[config.mk]
export PLATFORM = sky130hd
export DESIGN_NAME = sv_clk_div_ctrl
export DESIGN_NICKNAME = d
export VERILOG_FILES = /design/src/rtl/sv_clk_div_pkg.sv /design/src/rtl/sv_div_phase_counter.sv /design/src/rtl/sv_clk_div_ctrl.sv
export SDC_FILE = /design/constraint.sdc
export NUM_CORES = 1
export LEC_CHECK = 0
export CORE_ASPECT_RATIO = 1.1
export CORE_MARGIN = 2
export CORE_UTILIZATION = 40
export DETAILED_ROUTE_END_ITERATION = 8
export HOLD_SLACK_MARGIN = 0.06
export PLACE_DENSITY = 0.67
export SLEW_MARGIN = 20
export SYNTH_ARGS = -nofsm -noshare
export SYNTH_HDL_FRONTEND = slang
export SYNTH_HIERARCHICAL = 1
export SYNTH_SLANG_ARGS = --single-unit
[constraint.sdc]
create_clock -name clk_in -period 9.8 [get_ports clk_in]
set_input_delay 1.96 -clock clk_in [delete_from_list [all_inputs] [get_ports clk_in]]
set_output_delay 1.96 -clock clk_in [all_outputs]
set_load 0.03 [all_outputs]
[src/rtl/sv_clk_div_pkg.sv]
// Shared state encoding and phase helper for the programmable clock divider.
package sv_clk_div_pkg;

   typedef enum logic [1:0] {
      IDLE = 2'd0,
      RUN  = 2'd1,
      PEND = 2'd2
   } state_t;

   // An N-cycle period is low for ceil(N/2) cycles, then high for floor(N/2).
   function automatic int unsigned low_phase(input int unsigned n);
      return n - n / 2;
   endfunction

endpackage

[src/rtl/sv_div_phase_counter.sv]
// Period counter with registered clk_out/rise_tick derived from the next count,
// so both outputs line up with the count they describe.
module sv_div_phase_counter #(
   parameter int CNT_W = 9
) (
   input  logic             clk_in,
   input  logic             reset,
   input  logic             run,
   input  logic             load_zero,
   input  logic [CNT_W-1:0] div,
   output logic             boundary,
   output logic             clk_out,
   output logic             rise_tick
);
   import sv_clk_div_pkg::*;

   logic [CNT_W-1:0] r_cnt;
   logic             r_clk_out;
   logic             r_rise_tick;
   logic [CNT_W-1:0] w_cnt_nxt;
   logic [CNT_W-1:0] w_low;

   // div only changes when the count restarts at 0, which is below any low
   // phase, so using the current ratio for the next-count compare is exact.
   assign w_low    = CNT_W'(low_phase(32'(div)));
   assign boundary = run && (r_cnt == div - CNT_W'(1));

   always_comb begin
      w_cnt_nxt = r_cnt;
      if (load_zero) begin
         w_cnt_nxt = '0;
      end else if (run) begin
         w_cnt_nxt = r_cnt + CNT_W'(1);
      end
   end

   always_ff @(posedge clk_in) begin
      if (reset) begin
         r_cnt       <= '0;
         r_clk_out   <= 1'b0;
         r_rise_tick <= 1'b0;
      end else begin
         r_cnt       <= w_cnt_nxt;
         r_clk_out   <= (w_cnt_nxt >= w_low);
         r_rise_tick <= (w_cnt_nxt == w_low);
      end
   end

   assign clk_out   = r_clk_out;
   assign rise_tick = r_rise_tick;

endmodule

[src/rtl/sv_clk_div_ctrl.sv]
// Runtime-programmable clock divider: ratio changes and stops land on period
// boundaries; cfg_ready drops while a ratio change is waiting for the boundary.
module sv_clk_div_ctrl #(
   parameter  int MAX_DIV = 256,
   parameter  int DEF_DIV = 2,
   localparam int CNT_W   = $clog2(MAX_DIV + 1)
) (
   input  logic             clk_in,
   input  logic             reset,
   input  logic             en,
   input  logic             cfg_valid,
   input  logic [CNT_W-1:0] cfg_div,
   output logic             cfg_ready,
   output logic             cfg_err,
   output logic             clk_out,
   output logic             rise_tick,
   output logic             active,
   output logic [CNT_W-1:0] cur_div
);
   import sv_clk_div_pkg::*;

   if (DEF_DIV < 2 || DEF_DIV > MAX_DIV) begin : g_bad_def_div
      $error("sv_clk_div_ctrl: DEF_DIV must lie in [2, MAX_DIV]");
   end

   state_t           r_state;
   state_t           w_state_nxt;
   logic [CNT_W-1:0] r_cur_div;
   logic [CNT_W-1:0] r_pend_div;
   logic [CNT_W-1:0] w_cur_div_nxt;
   logic [CNT_W-1:0] w_pend_div_nxt;
   logic             r_cfg_err;
   logic             w_xfer;
   logic             w_legal;
   logic             w_cfg_ok;
   logic             w_boundary;
   logic             w_load_zero;

   assign cfg_ready = (r_state != PEND);
   assign w_xfer    = cfg_valid && cfg_ready;
   assign w_legal   = (cfg_div >= CNT_W'(2)) && (cfg_div <= CNT_W'(MAX_DIV));
   assign w_cfg_ok  = w_xfer && w_legal;

   always_comb begin
      w_state_nxt    = r_state;
      w_cur_div_nxt  = r_cur_div;
      w_pend_div_nxt = r_pend_div;
      w_load_zero    = 1'b0;
      unique case (r_state)
         IDLE: begin
            w_load_zero = 1'b1;
            if (w_cfg_ok) w_cur_div_nxt = cfg_div;
            if (en)       w_state_nxt   = RUN;
         end
         RUN: begin
            if (w_boundary) w_load_zero = 1'b1;
            // Stopping at this boundary: a ratio offered now simply becomes
            // the idle ratio, there is no period left to protect.
            if (w_boundary && !en) begin
               w_state_nxt = IDLE;
               if (w_cfg_ok) w_cur_div_nxt = cfg_div;
            end else if (w_cfg_ok) begin
               w_pend_div_nxt = cfg_div;
               w_state_nxt    = PEND;
            end
         end
         PEND: begin
            if (w_boundary) begin
               w_load_zero   = 1'b1;
               w_cur_div_nxt = r_pend_div;
               w_state_nxt   = en ? RUN : IDLE;
            end
         end
         default: w_state_nxt = IDLE;
      endcase
   end

   always_ff @(posedge clk_in) begin
      if (reset) begin
         r_state    <= IDLE;
         r_cur_div  <= CNT_W'(DEF_DIV);
         r_pend_div <= CNT_W'(DEF_DIV);
         r_cfg_err  <= 1'b0;
      end else begin
         r_state    <= w_state_nxt;
         r_cur_div  <= w_cur_div_nxt;
         r_pend_div <= w_pend_div_nxt;
         r_cfg_err  <= w_xfer && !w_legal;
      end
   end

   sv_div_phase_counter #(
      .CNT_W (CNT_W)
   ) u_phase (
      .clk_in    (clk_in),
      .reset     (reset),
      .run       (r_state != IDLE),
      .load_zero (w_load_zero),
      .div       (r_cur_div),
      .boundary  (w_boundary),
      .clk_out   (clk_out),
      .rise_tick (rise_tick)
   );

   assign cfg_err = r_cfg_err;
   assign active  = (r_state != IDLE);
   assign cur_div = r_cur_div;

endmodule
==> flow_metrics.tcl <==
set metrics [dict create \
    outcome "complete, no violations" \
    cts_resized 0 \
    core_area_mm2 0.00612 \
    critPathMaxFanout 15 \
    syn_nets 338 \
    cts-root-buf "clkbuf_8" \
    cap_viol_max_count 0 \
    fmax_mhz 234 \
    start_util_pct 40.8 \
    antenna_found_initial 0 \
    ys_seq_elements 32 \
    fin_skew_ps 8.28 \
    clkSlewWorstSetupHoldPaths_ps 80 \
    num_rows 30 \
    ctsHoldBuffers 0 \
    netlist-cell-type-count 47 \
    grtUsageMet1_pct 23.0 \
    async_flop_share_pct 0 \
    vias 2153 \
    netlist_instances 292 \
    power_density_mw_per_mm2 210 \
    grt_pass1_wl_mm 9.67 \
    drv_slew 0 \
    die_y_um 86.9 \
    grt_usage_pct 17.7 \
    gp_congestion 0.808 \
    grt_start_max_net_pins 28 \
    synth_area_per_cell_um2 8.56 \
    crit_type "reg -> out" \
    cts_tree "yes" \
    startpoint_type "register" \
    clock_latency_ps 280 \
    top_usage_layer "met2" \
    grt_pass1_vias 2041 \
    yosys_warnings 6 \
    clk_path_buf_depth 2 \
    wire_per_inst_um 14.7 \
    synth_edf_count 0 \
    diodes 0 \
    nets 363 \
    worst_slew_pin_slew_ps 983 \
    via_per_inst 5.41 \
    grt_overflow 0 \
    cp.required_ps 7840 \
    power.leakage_nw 1.09 \
    io_pins 27 \
    firstDrtPassIters 5 \
    setup-tns-final_ps 0 \
    cts_sinks 32 \
    fp.dieArea_mm2 0.00690 \
    max-slew-margin-rel_pct 34.1 \
    period_share_pct 43.5 \
    fill_cells 608 \
    drt_iter0_drc 82 \
    cts_setup_buffers 0 \
    drt_wl_total_mm 5.87 \
    layout-drive-gt1-share_pct 5.35 \
    yosysSeqAreaShare_pct 25.6 \
    cts_buffers 5 \
    crit_arrival_ps 2300 \
    hold_ws_ps 461 \
    grt_setup_unrepaired "no" \
    cts.htree.levels 2 \
    area_delta_synth_final_pct 17.8 \
    met3_usage_pct 2.49 \
    period_needed_ps 4260 \
    ys.flop_type "dfxtp_1" \
    final_antenna_net_count 0 \
    hold_viol_final 0 \
    setup_viol 0 \
    setup.worst_path.end_class "output pin" \
    synth_area_mm2 0.00250 \
    drcViolationCount 0 \
    dp_hpwl_mm 4.39 \
    hold_class "reg -> reg" \
    grt_use_met2_pct 30.7 \
    portBuffers 26 \
    peakVddDrop_mv 0.0929 \
    fp.dieW_um 79.4 \
]
registers in the layout, indices dropped and copies added, names as in the netlist:
| signal | count |
|---|---|
| cur_div | 9 |
| r_pend_div | 9 |
| u_phase/r_cnt | 9 |
| r_state | 2 |
| cfg_err | 1 |
| u_phase/clk_out | 1 |
| u_phase/rise_tick | 1 |
synth_stat cells, types with 2 or more instances:
master	n	area (um^2)
a211oi_1	3	22.5
a21boi_0	2	15.0
a21oi_1	10	50.1
a221oi_1	2	17.5
a31oi_1	3	18.8
and3_1	3	18.8
clkbuf_1	7	26.3
dfxtp_1	32	641
ha_1	32	400
inv_1	21	78.8
mux2i_1	20	200
nand2_1	31	116
nand2b_1	2	12.5
nand3b_1	2	15.0
nand4_1	4	25.0
nor2_1	22	82.6
nor2b_1	4	25.0
nor3_1	11	55.1
nor3b_1	2	15.0
nor4_1	2	12.5
o21ai_0	7	35.0
o21bai_1	2	15.0
o22ai_1	2	12.5
o311ai_0	8	70.1
o31ai_1	8	60.1
or3_1	3	18.8
xnor2_1	18	158
xor2_1	10	87.6
stage by stage:
stage / instances / area, um^2 / power, W / util, % / worst slack [ps]
after floorplan: 292 / 2500 / 0.000403 / - / 6150
after global placement: 390 / 2830 / 0.000482 / 46.2 / 5600
after detailed placement: 390 / 2830 / 0.000488 / 46.2 / 5510
after CTS: 398 / 2940 / 0.000623 / 48.0 / 5520
after global routing: 398 / 2940 / 0.000665 / 48.1 / 5360
final: 398 / 2940 / 0.000619 / 48.1 / 5540
worst paths after layout:
path | depth (start not counted) | startpoint | slack [ps] | endpoint
min | 2 | r_pend_div[4] | 460 | r_pend_div[4]
max reg2reg | 17 | cur_div[2] | 5740 | u_phase/clk_out
max | 3 | r_state[1] | 5540 | cfg_ready
min reg2reg | 2 | r_pend_div[4] | 460 | r_pend_div[4]
critical path, cell delays in order (launching register included):
cell	delay (ps)
dfxtp_1	480
ha_1	670
inv_1	220
clkdlybuf4s50_1	650
final cells by class:
cell class | instances | area (um^2) | area share [%]
Sequential cell | 32 | 641 | 21.8
Multi-Input combinational cell | 229 | 1740 | 59.0
Clock buffer | 5 | 68.8 | 2.34
Clock inverter | 3 | 42.5 | 1.45
Timing Repair Buffer | 28 | 275 | 9.35
Tap cell | 80 | 100 | 3.40
Inverter | 21 | 78.8 | 2.68
power breakdown:
part	leakage, nW	internal [W]	switching, W	total, W
clock network	0.0541	0.0000753	0.0000549	0.000130
logic	0.780	0.000142	0.000187	0.000329
registers	0.260	0.000143	0.0000171	0.000160
total	1.09	0.000360	0.000259	0.000619
cells in the final DEF, fill, tap and decap left out, types with 2 or more instances in the layout:
master | synthesis | routed
xor2_1 | 10 | 10
clkbuf_8 | 0 | 5
clkdlybuf4s50_1 | 0 | 26
buf_4 | 0 | 2
and3_1 | 3 | 3
a21oi_1 | 10 | 9
nor3_1 | 11 | 11
nor2b_1 | 4 | 4
xnor2_1 | 18 | 18
a31oi_1 | 3 | 3
nand3b_1 | 2 | 2
nand4_1 | 4 | 4
nand2_1 | 31 | 31
o21bai_1 | 2 | 2
a221oi_1 | 2 | 2
nor2_1 | 22 | 22
a211oi_1 | 3 | 3
o22ai_1 | 2 | 2
mux2i_1 | 20 | 20
o31ai_1 | 8 | 8
a21boi_0 | 2 | 2
nor3b_1 | 2 | 2
or3_1 | 3 | 3
inv_1 | 21 | 21
o21ai_0 | 7 | 7
dfxtp_1 | 32 | 32
ha_1 | 32 | 32
nor4_1 | 2 | 2
nand2b_1 | 2 | 2
o311ai_0 | 8 | 8
kinds of logic after synthesis:
logic type / after synthesis / synth area share (%)
xor+xnor: 28 / 9.81
buf+inv: 31 / 5.01
mux: 20 / 8.01
compound gates: 53 / 14.8
fa+ha+maj: 33 / 16.8
simple gates: 95 / 19.9
flops: 32 / 25.6
routing by layer:
metal	up-vias	wire (um)
met5	-	0
met4	0	41
met3	5	158
met2	37	2890
met1	1018	2780
li1	1093	-
Note: power is estimated with default switching activity, not from simulation.
